`config.mk`:
```
export PLATFORM = sky130hd
export DESIGN_NAME = wallace_seq_mul
export DESIGN_NICKNAME = d
export VERILOG_FILES = /design/src/rtl/wallace_seq_mul_pkg.sv /design/src/rtl/wallace_tree.sv /design/src/rtl/wallace_seq_mul.sv
export SDC_FILE = /design/constraint.sdc
export NUM_CORES = 1
export LEC_CHECK = 0
export ABC_AREA = 0
export BUFFER_PORTS_ARGS = -buffer_cell sky130_fd_sc_hd__buf_2
export CAP_MARGIN = 20
export CORE_UTILIZATION = 53
export DETAILED_ROUTE_END_ITERATION = 10
export PLACE_DENSITY = 0.75
export RECOVER_POWER = 50
export SLEW_MARGIN = 5
export SYNTH_ARGS = -nofsm -noshare
export SYNTH_HDL_FRONTEND = slang
export SYNTH_SLANG_ARGS = --single-unit
```
`constraint.sdc`:
```
create_clock -name clk -period 5 [get_ports clk]
set_clock_uncertainty 0.05 [all_clocks]
set_input_delay 1.5 -clock clk [delete_from_list [all_inputs] [get_ports clk]]
set_output_delay 1.5 -clock clk [all_outputs]
set_load 0.02 [all_outputs]
```
`src/rtl/wallace_seq_mul_pkg.sv`:
```
// ---------------------------------------------------------------------------
// wallace_seq_mul_pkg : state encoding and nibble width for wallace_seq_mul
// Revision: 1.0
// ---------------------------------------------------------------------------
`default_nettype none

package wallace_seq_mul_pkg;

  localparam int NIB = 4;

  typedef enum logic [1:0] {
    IDLE = 2'd0,
    RUN  = 2'd1,
    DONE = 2'd2
  } state_t;

endpackage

`default_nettype wire

```
`src/rtl/wallace_tree.sv`:
```
// ---------------------------------------------------------------------------
// wallace_tree : 4x4 unsigned carry-save (Wallace) multiplier, s = x*y
// Revision: 1.0
// ---------------------------------------------------------------------------
`default_nettype none

module wallace_tree (
  input  logic [3:0] x,
  input  logic [3:0] y,
  output logic [7:0] s,
  output logic       c_8
);

  logic [3:0][8:0] pp;

  for (genvar k = 0; k < 4; k++) begin : g_rows
    assign pp[k] = {5'b0, x & {4{y[k]}}} << k;
  end

  logic [8:0] sum1, car1, sum2, car2, total;

  // Two 3:2 compression levels reduce the four rows to sum/carry vectors.
  assign sum1  = pp[0] ^ pp[1] ^ pp[2];
  assign car1  = ((pp[0] & pp[1]) | (pp[0] & pp[2]) | (pp[1] & pp[2])) << 1;
  assign sum2  = sum1 ^ car1 ^ pp[3];
  assign car2  = ((sum1 & car1) | (sum1 & pp[3]) | (car1 & pp[3])) << 1;
  assign total = sum2 + car2;

  assign s   = total[7:0];
  assign c_8 = total[8];

endmodule

`default_nettype wire

```
`src/rtl/wallace_seq_mul.sv`:
```
// ---------------------------------------------------------------------------
// wallace_seq_mul : N-nibble unsigned multiplier, one 4x4 tree pass per clock
// Revision: 1.0
// ---------------------------------------------------------------------------
`default_nettype none

module wallace_seq_mul
  import wallace_seq_mul_pkg::*;
#(
  parameter int N = 2
) (
  input  logic             clk,
  input  logic             rst_n,
  input  logic             flush,
  input  logic             in_valid,
  output logic             in_ready,
  input  logic [4*N-1:0]   a,
  input  logic [4*N-1:0]   b,
  output logic             out_valid,
  input  logic             out_ready,
  output logic [8*N-1:0]   p,
  output logic             busy,
  output logic             mul_err
);

  localparam int W  = NIB * N;
  localparam int PW = 2 * W;
  localparam int IW = (N > 1) ? $clog2(N) : 1;
  localparam logic [IW-1:0] LAST = IW'(N - 1);

  state_t                  state_q;
  logic [N-1:0][NIB-1:0]   a_q, b_q;
  logic [PW-1:0]           acc_q, acc_d, p_q;
  logic [IW-1:0]           i_q, j_q;
  logic                    in_ready_q, out_valid_q, busy_q, mul_err_q;

  logic [NIB-1:0]          tree_x, tree_y;
  logic [7:0]              tree_s;
  logic                    tree_c8;
  logic [IW+2:0]           shamt;
  logic [PW-1:0]           term;

  // Tree operands come only from the captured registers.
  assign tree_x = a_q[i_q];
  assign tree_y = b_q[j_q];

  wallace_tree u_tree (
    .x   (tree_x),
    .y   (tree_y),
    .s   (tree_s),
    .c_8 (tree_c8)
  );

  assign shamt = {({1'b0, i_q} + {1'b0, j_q}), 2'b00};
  assign term  = PW'(tree_s) << shamt;
  assign acc_d = acc_q + term;

  always_ff @(posedge clk or negedge rst_n) begin
    if (!rst_n) begin
      state_q     <= IDLE;
      in_ready_q  <= 1'b1;
      out_valid_q <= 1'b0;
      busy_q      <= 1'b0;
      mul_err_q   <= 1'b0;
      p_q         <= '0;
      a_q         <= '0;
      b_q         <= '0;
      acc_q       <= '0;
      i_q         <= '0;
      j_q         <= '0;
    end else begin
      if (state_q == RUN && tree_c8) begin
        mul_err_q <= 1'b1;
      end

      if (flush) begin
        state_q     <= IDLE;
        in_ready_q  <= 1'b1;
        out_valid_q <= 1'b0;
        busy_q      <= 1'b0;
        acc_q       <= '0;
        i_q         <= '0;
        j_q         <= '0;
      end else begin
        case (state_q)
          IDLE: begin
            if (in_valid) begin
              a_q        <= a;
              b_q        <= b;
              acc_q      <= '0;
              i_q        <= '0;
              j_q        <= '0;
              state_q    <= RUN;
              in_ready_q <= 1'b0;
              busy_q     <= 1'b1;
            end
          end

          RUN: begin
            if (i_q == LAST && j_q == LAST) begin
              p_q         <= acc_d;
              acc_q       <= '0;
              i_q         <= '0;
              j_q         <= '0;
              out_valid_q <= 1'b1;
              state_q     <= DONE;
            end else begin
              acc_q <= acc_d;
              if (j_q == LAST) begin
                j_q <= '0;
                i_q <= i_q + IW'(1);
              end else begin
                j_q <= j_q + IW'(1);
              end
            end
          end

          DONE: begin
            if (out_ready) begin
              out_valid_q <= 1'b0;
              in_ready_q  <= 1'b1;
              busy_q      <= 1'b0;
              state_q     <= IDLE;
            end
          end

          default: begin
            state_q     <= IDLE;
            in_ready_q  <= 1'b1;
            out_valid_q <= 1'b0;
            busy_q      <= 1'b0;
          end
        endcase
      end
    end
  end

  assign in_ready  = in_ready_q;
  assign out_valid = out_valid_q;
  assign busy      = busy_q;
  assign mul_err   = mul_err_q;
  assign p         = p_q;

endmodule

`default_nettype wire

```
# Word-level counts from Yosys, hierarchy flattened
# Cells that the tools add are included.
# classes
add_sub_neg	5
n_mul	0
div_mod_pow	0
n_lt_le_gt_ge	2
n_eq_ne	8
shift	1
n_mux	32
bitwise	19
reduce_logical	11
# op_table
op	count
two-way mux 16 bit	3
one-hot mux 16 bit (2 select lines)	1
OR 8 bit	3
AND reduction 3 bit	6
adder 16 bit	1
bitwise AND 4 bit	4
bitwise AND 8 x 7 -> 8 bit	2
two-way mux 4 bit	4
left shift 8 x 4 -> 16 bit	1
two-way mux 1 bit	14
adder 9 bit	1
one-hot mux 1 bit (3 select lines)	3
XOR 9 x 7 -> 9 bit	1
XOR 9 bit	1
bitwise AND 8 bit	1
two-way mux 2 bit	4
OR 8 x 6 -> 8 bit	1
bitwise AND 4 x 6 -> 6 bit	1
bitwise AND 5 x 6 -> 6 bit	1
inequality test 3 bit (second input constant)	2
one-hot mux 2 bit (3 select lines)	1
XOR 5 x 6 -> 6 bit	1
bitwise AND 4 x 5 -> 5 bit	1
XOR 4 x 5 -> 5 bit	1
other kinds (14)	19
# totals
ff_bits	56
latchBits	0
ramBits	0
romBits	0
in_bits	21
out_inout_bits	20
memories	0

# Logic depth before layout (Yosys ltp)
# logic_depth
depth_word	15
mapped_depth	18

# Cells and area by module
# Synthesis repeated with hierarchy kept, for this count alone.
# hier_totals
hier_cells	404
hier_area_um2	3834.9
# modules_own_cells
mod	n_inst	cells_per_inst	area_each_um2	seq_area_each_um2
wallace_seq_mul	1	358	3449.6	1402.6
wallace_tree	1	46	385.4	0.0

# Worst setup path after synthesis
# Ideal clock, no wire load.
# synth_path
path_type	reg2reg
from	register j_q
to	register acc_q[15]
setup_time_ps	134
t_arrival_ps	4705
t_required_ps	4816
path_slack_ps	112
path_stages_with_launch	18
n_path_buf	1
cell_sequence	dfrtp_1 clkbuf_1 mux2i_1 or2_2 fa_1 inv_1 fa_1 ha_1 fa_1 a21o_1 a211oi_1 nor3_1 ha_1 nand2_1 o221ai_2 o31a_1 nor4_1 o31ai_1
# synth_via
elab_chain_len	15
word_cells_on_any_way	28
# synth_rtl
element	line_no	text
start, declared	wallace_seq_mul.sv:34	logic [IW-1:0] i_q, j_q;
start signal, assigned	wallace_seq_mul.sv:113	j_q <= j_q + IW'(1);
two-way mux 4 bit (not written as such) (2 in a row)	wallace_seq_mul.sv:45	assign tree_y = b_q[j_q];
bitwise AND 4 bit	wallace_tree.sv:17	assign pp[k] = {5'b0, x & {4{y[k]}}} << k;
bitwise AND 4 x 5 -> 5 bit / bitwise AND 4 x 6 -> 6 bit (equally long branches)	wallace_tree.sv:24	assign car1 = ((pp[0] & pp[1]) | (pp[0] & pp[2]) | (pp[1] & pp[2])) << 1;
OR 8 bit	wallace_tree.sv:24	
OR 8 x 6 -> 8 bit	wallace_tree.sv:24	
bitwise AND 8 bit	wallace_tree.sv:26	assign car2 = ((sum1 & car1) | (sum1 & pp[3]) | (car1 & pp[3])) << 1;
OR 8 bit (2 in a row)	wallace_tree.sv:26	
adder 9 bit	wallace_tree.sv:27	assign total = sum2 + car2;
left shift 8 x 4 -> 16 bit	wallace_seq_mul.sv:55	assign term = PW'(tree_s) << shamt;
adder 16 bit	wallace_seq_mul.sv:56	assign acc_d = acc_q + term;
two-way mux 16 bit (*)	wallace_seq_mul.sv:100	if (i_q == LAST && j_q == LAST) begin
one-hot mux 16 bit (2 select lines) (*)	wallace_seq_mul.sv:85	case (state_q)
two-way mux 16 bit (*)	wallace_seq_mul.sv:76	if (flush) begin
end signal, assigned	wallace_seq_mul.sv:81	acc_q <= '0;
end signal, assigned	wallace_seq_mul.sv:90	acc_q <= '0;
end signal, assigned	wallace_seq_mul.sv:102	acc_q <= '0;
end, declared	wallace_seq_mul.sv:33	logic [PW-1:0] acc_q, acc_d, p_q;
# Every way passes the cells marked *; elsewhere a longest branch is shown, timed or not. The select of a mux whose other input is x is not followed.
# A chain may end at the register's enable or synchronous reset.

# Worst setup path in the final report
# layout_path
from	register i_q
to	register acc_q[11]
# layout_via
elab_chain_len	15
word_cells_on_any_way	28
# layout_rtl
element	line_no	text
start, declared	wallace_seq_mul.sv:34	
start signal, assigned	wallace_seq_mul.sv:111	i_q <= i_q + IW'(1);
two-way mux 4 bit (not written as such) (2 in a row)	wallace_seq_mul.sv:44	assign tree_x = a_q[i_q];
bitwise AND 4 bit	wallace_tree.sv:17	
bitwise AND 4 x 5 -> 5 bit / bitwise AND 4 x 6 -> 6 bit (equally long branches)	wallace_tree.sv:24	
OR 8 bit	wallace_tree.sv:24	
OR 8 x 6 -> 8 bit	wallace_tree.sv:24	
bitwise AND 8 bit	wallace_tree.sv:26	
OR 8 bit (2 in a row)	wallace_tree.sv:26	
adder 9 bit	wallace_tree.sv:27	
left shift 8 x 4 -> 16 bit	wallace_seq_mul.sv:55	
adder 16 bit	wallace_seq_mul.sv:56	
two-way mux 16 bit (*)	wallace_seq_mul.sv:100	
one-hot mux 16 bit (2 select lines) (*)	wallace_seq_mul.sv:85	
two-way mux 16 bit (*)	wallace_seq_mul.sv:76	
# Marked as above.

==> qor.yml <==
worst_setup_path:
  cp.arrival_ns: 5.02
  worstPathMaxFanout: 7
  cp-start-kind: "register"
  crit_required_ns: 5.18
  path_class: "reg2reg"
  ff2ff_setup_slack_ns: 0.16
  crit_path_end_kind: "register"
logic_synthesis:
  synth_cell_type_count: 57
  syn_nets: 414
  async_flop_share_pct: 100.0
  synthXorXnorAreaFrac_pct: 2.737
  synth_top_family_by_area: "compound AO/OA/AOI/OAI gates"
  yosys_warnings: 0
  synthAdderAreaFrac_pct: 12.16
  synthMuxAreaShare_pct: 8.532
  postSynthCellCount: 363
  syn_area_mm2: 0.003520
  ys_ff_latch: 55
  syn_avg_cell_area_um2: 9.696
  synth-seq-area-share_pct: 39.14
  synth_compound_area_share_pct: 18.06
  ys.flop_type: "dfrtp_1"
  synth_simple_gate_area_share_pct: 16.28
  synth_edf_count: 0
placed_design:
  portBuffers: 39
  place_ws_ns: 0.02900
  dp_hpwl_um: 5668
  routabilityCongestion: 0.9301
sta:
  min_period_ns: 4.840
  setup_violations: 0
  fin_crit_sh_pct: 96.80
  fmaxAchievable_ghz: 0.2066
  worstMarginPinSlew_ns: 1.543
  hold_viol: 0
  setup_ws_ns: 0.1600
  finalMaxSlewViolations: 29
  tns_ns: 0
  slew-limit-headroom_pct: -2.868
global_routing:
  grt_pass1_vias: 2711
  grt_remaining_overflow: 0
  grt_first_pass_wirelength_um: 12990
  antenna_found_initial: 0
  gr-usage-all-layers_pct: 23.07
  grt_max_degree: 32
finish:
  antennaDiodeCount: 0
  nets: 457
  mostFrequentLayoutCells: "dfrtp_1 (52), nand2_1 (44), buf_2 (36), nor2_1 (33), o21ai_0 (21)"
  drive_above_1_share_pct: 24.32
  area_growth_pct: 14.22
  fillers: 542
  final_common_cell: "dfrtp_1"
route:
  viasPerCell: 5.864
  wl_met2_um: 3532
  wirelength_um: 7682
  wl_met1_um: 3770
  drt_iter0_drc: 158
  top_layer: "met4"
  met3_length_um: 244
  wl_per_cell_um: 15.87
  drc: 0
  ant_nets: 0
  firstDrtPassIters: 4
  via_count: 2838
floorplanning:
  rows: 29
  start_util_pct: 55.11
  dieArea_mm2: 0.006971
  die_w_um: 83.49
  die_h_um: 83.49
  core_area_mm2: 0.006386
  io_pins: 41
clock_tree:
  cts_tree: "yes"
  cts_hold_buffers: 0
  clkLatencyLatePin_ns: 0.32
  cts_root_buf: "clkbuf_8"
  cts_made_buffers: 5
  ctsHtreeMaxLevel: 2
  clockBufferDepth: 2
  cts.clk_slew.worst_paths_ns: 0.11
  cts.sinks: 55
run_status:
  violations: "capacitance limit, slew limit"
  status: "complete, but fails checks"
power_and_ir_drop:
  ir_worst_vdd_v: 0.0003212
  p_per_area_mw_per_mm2: 385.5
  power.leakage_uw: 0.001881
min_path:
  holdCritPathClass: "reg2reg"
run:
  cap_viol_max_count: 2
==> cell type report <==
cell class	count	area (um^2)	area share [%]
clock inverters	2	16.27	0.4046
clock buffers	6	72.57	1.805
flip-flops and latches	55	1380	34.33
multi-input cells	283	2140	53.22
repair buffers	51	277.8	6.909
inverters	10	37.54	0.9337
well taps	77	96.34	2.397
==> cell usage after synthesis, types with 6 or more instances <==
cell | instances | area (um^2)
a21o_1 | 8 | 60.06
a21oi_1 | 17 | 85.08
a22o_1 | 6 | 52.55
buf_2 | 6 | 30.03
clkbuf_1 | 8 | 30.03
dfrtp_1 | 54 | 1351
fa_1 | 7 | 140.1
ha_1 | 23 | 287.8
inv_1 | 9 | 33.78
mux2_2 | 16 | 180.2
mux2i_1 | 12 | 120.1
nand2_1 | 45 | 168.9
nor2_1 | 33 | 123.9
o21ai_0 | 21 | 105.1
o21ai_1 | 6 | 30.03
o31ai_1 | 8 | 60.06
xnor2_1 | 6 | 52.55
==> stage by stage <==
| step | instance area (um^2) | std cells | hold WS [ns] | util (%) | power, uW |
|---|---|---|---|---|---|
| after floorplan | 3520 | 363 | 0.4051 | - | 1020 |
| after global placement | 3804 | 472 | 0.4034 | 59.56 | 1180 |
| after detailed placement | 3804 | 472 | 0.4088 | 59.56 | 1194 |
| after CTS | 3894 | 480 | 0.4341 | 60.97 | 1454 |
| after global routing | 4020 | 484 | 0.4610 | 62.95 | 1661 |
| final | 4020 | 484 | 0.4287 | 62.95 | 1550 |
==> path summary, 6_finish.rpt <==
| path | from | end | cells past startpoint |
|---|---|---|---|
| max in group asynchronous | rst_n | acc_q[15] | 2 |
| max | i_q | acc_q[11] | 17 |
| min in group asynchronous | rst_n | p[6] | 1 |
| min reg2reg | p[1] | p[1] | 2 |
| max reg2reg | i_q | acc_q[11] | 17 |
| min | p[1] | p[1] | 2 |
==> registers in the layout, indices dropped and copies added (netlist names) <==
signal,count
in_ready,1
a_q,8
p,16
i_q,1
b_q,8
out_valid,1
busy,1
j_q,1
acc_q,16
state_q,2
==> where the power goes <==
group,switching [uW],internal (uW),total [uW]
Combinational,439,326,765
Sequential,33.1,494,527
Clock,157,101,259
==> critical path: stages (launching register included) <==
cell	delay, ns
dfrtp_2	0.48
mux2i_2	0.20
or2_2	0.32
fa_1	0.53
inv_1	0.05
fa_1	0.47
ha_1	0.33
a21o_1	0.16
a21oi_1	0.17
xnor2_1	0.10
mux2i_1	0.19
nor2_1	0.08
ha_2	0.43
nand2_1	0.20
a2111oi_4	0.42
o31ai_2	0.14
and3b_1	0.20
o31ai_1	0.23
==> metal layers <==
layer / vias up / GRT usage [%]
met2: 59 / 35.54
met3: 14 / 3.363
met1: 1381 / 33.75
met5: - / 0
met4: 0 / 7.396
li1: 1384 / -
==> logic make-up (layout without fill, tap and decap cells) <==
group / after synthesis / count (layout)
buf+inv: 25 / 69
other cells: 1 / 1
simple gates: 121 / 121
xor+xnor: 11 / 11
fa+ha+maj: 30 / 30
mux: 28 / 28
flops: 55 / 55
compound gates: 92 / 92
==> repair_timing <==
| action | CTS | global route |
|---|---|---|
| endpoints found under the setup margin | 1 | 17 |
| gates resized for setup | 1 | 18 |
| setup buffers | 0 | 3 |
| pin swaps | 0 | 4 |
| cloned | 0 | 0 |
Power figures use the tool's default switching activity.
